$ cat config.mk
export PLATFORM = sky130hd
export DESIGN_NAME = logic_gate_decoder
export DESIGN_NICKNAME = d
export VERILOG_FILES = /design/src/rtl/logic_gate_decoder.sv
export SDC_FILE = /design/constraint.sdc
export NUM_CORES = 1
export LEC_CHECK = 0
export CAP_MARGIN = 0
export CELL_PAD_IN_SITES_DETAIL_PLACEMENT = 0
export CELL_PAD_IN_SITES_GLOBAL_PLACEMENT = 1
export CORE_MARGIN = 1
export CORE_UTILIZATION = 44
export DETAILED_ROUTE_END_ITERATION = 10
export GPL_TIMING_DRIVEN = 1
export PLACE_DENSITY_LB_ADDON = 0.1
export SLEW_MARGIN = 20
export SYNTH_ARGS = -nofsm -noshare
export SYNTH_HDL_FRONTEND = slang
export SYNTH_SLANG_ARGS = --single-unit
$ cat constraint.sdc
create_clock -name clk -period 6.4 [get_ports clk]
set_clock_uncertainty 0.1 [all_clocks]
set_input_delay 1.92 -clock clk [delete_from_list [all_inputs] [get_ports clk]]
set_output_delay 1.92 -clock clk [all_outputs]
set_load 0.02 [all_outputs]
$ cat src/rtl/logic_gate_decoder.sv
// Receive-side checker for 7-bit logic-gate vectors: recovers (a, b), flags illegal
// encodings, buffers results in a small FIFO and tracks errors with an optional halt.
module logic_gate_decoder #(
  parameter int DEPTH       = 4,
  parameter int CNT_W       = 8,
  parameter int HALT_ON_ERR = 1
) (
  input  logic             clk,
  input  logic             rst,
  input  logic             in_valid,
  output logic             in_ready,
  input  logic [6:0]       gv,
  output logic             out_valid,
  input  logic             out_ready,
  output logic             out_a,
  output logic             out_b,
  output logic             out_err,
  output logic             err_sticky,
  output logic [CNT_W-1:0] err_cnt,
  input  logic             clr,
  output logic             halted
);

  localparam int AW = $clog2(DEPTH);

  typedef enum logic {RUN, HALT} state_t;

  state_t      state;
  logic [AW:0] wr_ptr;
  logic [AW:0] rd_ptr;
  logic [2:0]  mem [DEPTH];
  logic        full;
  logic        empty;
  logic        push;
  logic        pop;
  logic        dec_a;
  logic        dec_b;
  logic        dec_err;
  logic [2:0]  head;

  function automatic logic [6:0] canon(input logic a, input logic b);
    return {~a, a & b, a | b, ~(a & b), ~(a | b), a ^ b, ~(a ^ b)};
  endfunction

  assign dec_a   = ~gv[6];
  assign dec_b   = dec_a ? gv[5] : gv[4];
  assign dec_err = (gv != canon(dec_a, dec_b));

  assign full      = (wr_ptr[AW] != rd_ptr[AW]) && (wr_ptr[AW-1:0] == rd_ptr[AW-1:0]);
  assign empty     = (wr_ptr == rd_ptr);
  assign in_ready  = (state == RUN) && !full;
  assign push      = in_valid && in_ready;
  assign out_valid = !empty;
  assign pop       = out_valid && out_ready;
  assign halted    = (state == HALT);

  // Gate the head with empty so a reset FIFO shows zeros regardless of stale storage.
  assign head = empty ? 3'b000 : mem[rd_ptr[AW-1:0]];
  assign {out_a, out_b, out_err} = head;

  always_ff @(posedge clk) begin
    if (push) begin
      mem[wr_ptr[AW-1:0]] <= {dec_a, dec_b, dec_err};
    end
  end

  always_ff @(posedge clk or posedge rst) begin
    if (rst) begin
      wr_ptr <= '0;
      rd_ptr <= '0;
    end else begin
      if (push) begin
        wr_ptr <= wr_ptr + 1'b1;
      end
      if (pop) begin
        rd_ptr <= rd_ptr + 1'b1;
      end
    end
  end

  // clr outranks a same-cycle error; the errored entry itself is still pushed above.
  always_ff @(posedge clk or posedge rst) begin
    if (rst) begin
      state      <= RUN;
      err_sticky <= 1'b0;
      err_cnt    <= '0;
    end else if (clr) begin
      state      <= RUN;
      err_sticky <= 1'b0;
      err_cnt    <= '0;
    end else if (push && dec_err) begin
      err_sticky <= 1'b1;
      if (err_cnt != {CNT_W{1'b1}}) begin
        err_cnt <= err_cnt + 1'b1;
      end
      if (HALT_ON_ERR != 0) begin
        state <= HALT;
      end
    end
  end

endmodule

---- Word level (Yosys, flattened, before mapping) ----
Memory sizes are Yosys's and may differ from the RTL's.
Index checks and enable logic that the tools add are counted.
cells by class
  $add $sub $neg .......................... 3
  equal/unequal tests ..................... 5
  multiplexer cells ....................... 9
  bitwise operators ....................... 8
  reductions and logical operators ........ 10
operators with widths
  kind                 number
  $mux 8               3
  $add 8x1->8 const B  1
  $ne 8x8->1 const B   1
  $add 3x1->3 const B  2
  $ne 6x6->1           1
  $logic_and 1x1->1    5
  $mux 1               5
  $not 1->1            5
  $reduce_bool 2->1    2
  $eq 3x3->1           1
  $mux 3               1
  $eq 2x2->1           1
  $logic_not 1->1      2
  $reduce_and 2->1     1
  $and 1x1->1          1
  $ne 1x1->1           1
  $or 1x1->1           1
  $xor 1x1->1          1
storage, ports and cells
  flip-flop bits (word level) ............. 15
  RAM bits ................................ 12
  output and inout bits ................... 15
  logic and storage cells ................. 40
  memories kept ........................... 1
memory list
  memory  depth  width  rd ports  clocked after Yosys merged registers in  write ports  line  RTL
  mem     4      3      1         0                                        1            31    logic [2:0] mem [DEPTH];

---- Logic depth before layout (Yosys ltp) ----
  word-level depth ........................ 8
  depth in mapped cells ................... 7
  gate-level depth less buffers ........... 6

---- Least setup slack after synthesis ----
OpenSTA, ideal clock, no wires.
  kind .................................... register -> output
  start ................................... register rd_ptr[1]
  end ..................................... output port out_a
  data arrival time ....................... 1.427 ns
  slack ................................... 2.953 ns
  cell stages (with the launch flop) ...... 4
  path buffers ............................ 0
  cells stage by stage .................... dfrtp_1 xnor2_1 nand3b_1 and2_1
on the way
  word-level cells in the longest chain between the ends .. 2
  elaborated cells on any way between the ends .. 3
RTL lines
  item                                       line  RTL
  start, declared                            30    logic [AW:0] rd_ptr;
  start signal, assigned                     76    rd_ptr <= rd_ptr + 1'b1;
  $mem_v2 4x3 or $eq 3x3->1 (tied branches)  -
  $mux 3 (*)                                 58    assign head = empty ? 3'b000 : mem[rd_ptr[AW-1:0]];
  end, declared                              15    output logic out_a,
Every way passes the cells marked *; elsewhere a longest branch is shown, timed or not.

---- Final worst setup path ----
  start ................................... register rd_ptr[1]
  end ..................................... output port out_b
on the way
  word-level cells in the longest chain between the ends .. 2
  elaborated cells on any way between the ends .. 3
RTL lines
  item                                       line  RTL
  $mem_v2 4x3 or $eq 3x3->1 (tied branches)  -
  $mux 3 (*)                                 58
  end, declared                              16    output logic out_b,
Marks and branches as above.

==> run metrics <==
outcome=finished clean; share of cells above drive strength 1=10.3%; Vias=978; total chip power=0.667 mW; average routed wire per standard cell=13.1 microns; post-synthesis cell area=1460 sq um; Worst-Margin Slew=585 ps; pin count of the biggest net entering global routing=17; Worst EP arrival=2260 ps; Primary FF master, synth=dfrtp_1; CP Data Required Time=4380 ps; largest cells by area after synthesis=dfrtp_1, edfxtp_1, mux4_1, ha_1, a21oi_1; Die Area=3550 sq um; GRT Resource Usage Total=16.3%; first-pass detailed-route iteration total=4; die height=59.6 microns; fin crit period=4280 ps; EDFF count, synth=12; I/O Buffers=26; post-CTS setup buffer count=0; NumNets Final=165; TritonCTS buffer count=3; overall routed net length=2500 microns; post-detailed-route count of antenna-violating nets=0; initial core utilization=47.1%; Sum Neg Setup Slack=0 ps; clk sinks=27; Final Hold Fails=0; placed instance area=1750 sq um; worst-skew pair later-pin latency=320 ps; Synth Area in Adders=5.14%; top-count cell post-synth=dfrtp_1; Synth Net Count=138; root buf cell=clkbuf_4; DP Wirelength=1920 microns; Slew HR=61.0%; crit-path max FO=6; hold buffers post-CTS=0; clock-pin slew of the registers on the worst-case setup and hold paths=140 ps; Final Max Slew Viols=0; FF+latch area=736 sq um; first-pass GRT wire length=4260 microns; initial drt markers=19; Yosys warning total=0; Pleak=0.695 nW; Synth-to-Final Area Change=22.0%; die width=59.6 microns; Setup crit start kind=register; Via density=5.15; largest family of logic cells by synthesized area=simple AND/OR/NAND/NOR gates; RSZ-0062 raised after global routing=no; vias in the first global route=930; ant diodes=0; multi-input logic area=678 sq um; CTS tree=built; maximum vdd ir drop=0.136 mV; Crit Path Class=register to primary output; FILL cells=294; worst hold path type=register to register; Std-Cell Rows=20; Yosys top cell area share=25.7%; CTS Buffer Depth=2; final core utilization=57.4%; synth unique cells=36; maximum clock frequency=234 MHz; Core ar.=3100 sq um; register area share after synthesis=50.4%; Simple-Gate Fraction of Synth Area=19.0%; endpoints failing setup=0; GP Congestion=0.838; dpl ws=2370 ps; maxcap violations=0; compound-gate portion of the synthesized area=9.17%; commonest cells in the netlist=dfrtp_1, edfxtp_1, a21oi_1; Synth Area in XOR/XNOR=4.71%; PwrDens=374 nW/um^2; FF+latch count, synth=27; Yosys top cell by area=dfrtp_1; final worst path period share=66.8%; # IOs=27; Post-Synthesis Cells=120; Post-route DRC=0; Synth Area per Inst=12.2 sq um; PnR worst setup slack=2120 ps; Synth async-reset ratio=55.6%; mux contribution to synthesized area=8.40%; post_cts resized=0; H-tree depth=1; Design Area, Final=1780 sq um; CP Capture Type=primary output; grt total ovfl=0; antenna violations before repair=0
==> power by group <==
| part | switching (mW) | leakage [nW] | internal, mW |
|---|---|---|---|
| logic | 0.163 | 0.381 | 0.163 |
| clock network | 0.0503 | 0.0139 | 0.0239 |
| registers | 0.0438 | 0.300 | 0.223 |
| total | 0.258 | 0.695 | 0.409 |
==> layout make-up <==
class	count	share of cell area, %
Sequential cell	27	41.3
Multi-Input combinational cell	83	38.1
Timing Repair Buffer	26	14.6
Tap cell	44	3.09
Clock buffer	3	1.26
Inverter	6	1.26
Clock inverter	1	0.421
==> per-stage QoR <==
step / hold slack (ps) / instances
final: 402 / 190
after global routing: 419 / 190
after CTS: 403 / 190
after detailed placement: 381 / 186
after global placement: 375 / 186
after floorplan: 360 / 120
==> path summary, 6_finish.rpt <==
check / slack [ps] / cells after the start / startpoint / to
worst max-delay path: 2120 / 4 / rd_ptr[1]$_DFFE_PP0P_ / out_b
worst min-delay path: 400 / 1 / wr_ptr[2]$_DFFE_PP0P_ / wr_ptr[2]$_DFFE_PP0P_
worst max register to register: 4100 / 5 / rd_ptr[0]$_DFFE_PP0P_ / err_cnt[3]$_DFFE_PP0P_
worst min register to register: 400 / 1 / wr_ptr[2]$_DFFE_PP0P_ / wr_ptr[2]$_DFFE_PP0P_
max in group asynchronous: 3990 / 2 / rst / err_cnt[6]$_DFFE_PP0P_
min in group asynchronous: 1840 / 2 / rst / rd_ptr[2]$_DFFE_PP0P_
==> cell usage in the layout (no fill, tap or decap) <==
master / n
nand2_1: 5
ha_1: 6
o22a_1: 1
nand4b_1: 1
mux2i_1: 1
o21ai_0: 1
a21oi_1: 8
clkbuf_4: 3
nor3b_1: 1
nand3_1: 6
inv_1: 6
and2_1: 3
and2_2: 4
and3_1: 3
dfrtp_1: 15
nand3b_1: 1
nor2b_1: 3
nor4_1: 1
nor2_1: 4
xor2_1: 2
edfxtp_1: 12
nand2b_1: 6
mux4_1: 3
or4_1: 4
nand2_4: 1
mux2_2: 3
xnor2_2: 1
a31oi_1: 1
and4b_1: 1
xnor2_1: 4
clkinvlp_4: 1
a311oi_4: 1
clkdlybuf4s50_1: 26
a311oi_1: 2
or3b_2: 1
o31ai_1: 4
==> worst max-delay path: stages (launching register included) <==
cell	delay [ps]
dfrtp_1	490
xnor2_1	420
nand3b_1	280
and2_1	220
clkdlybuf4s50_1	530
==> flip-flops by register name, summed over array words and instances, names as in the netlist <==
| signal | flops |
|---|---|
| mem | 12 |
| err_cnt | 8 |
| rd_ptr | 3 |
| wr_ptr | 3 |
| err_sticky | 1 |
==> layer usage <==
metal | routed length [microns] | vias up | share of wire (%) | track usage (%)
li1 | - | 494 | - | -
met1 | 1130 | 462 | 45 | 20.3
met2 | 1270 | 17 | 51 | 28.1
met3 | 61 | 5 | 2.4 | 2.62
met4 | 40 | 0 | 1.6 | 6.98
met5 | 0 | - | 0 | 0
==> cell families (layout without fill, tap and decap cells) <==
logic type	count (synthesis)	in the layout
xor+xnor	7	7
flops	27	27
mux	7	7
fa+ha+maj	6	6
compound gates	18	18
buf+inv	10	36
simple gates	45	45
(Power assumes the default switching activity.)
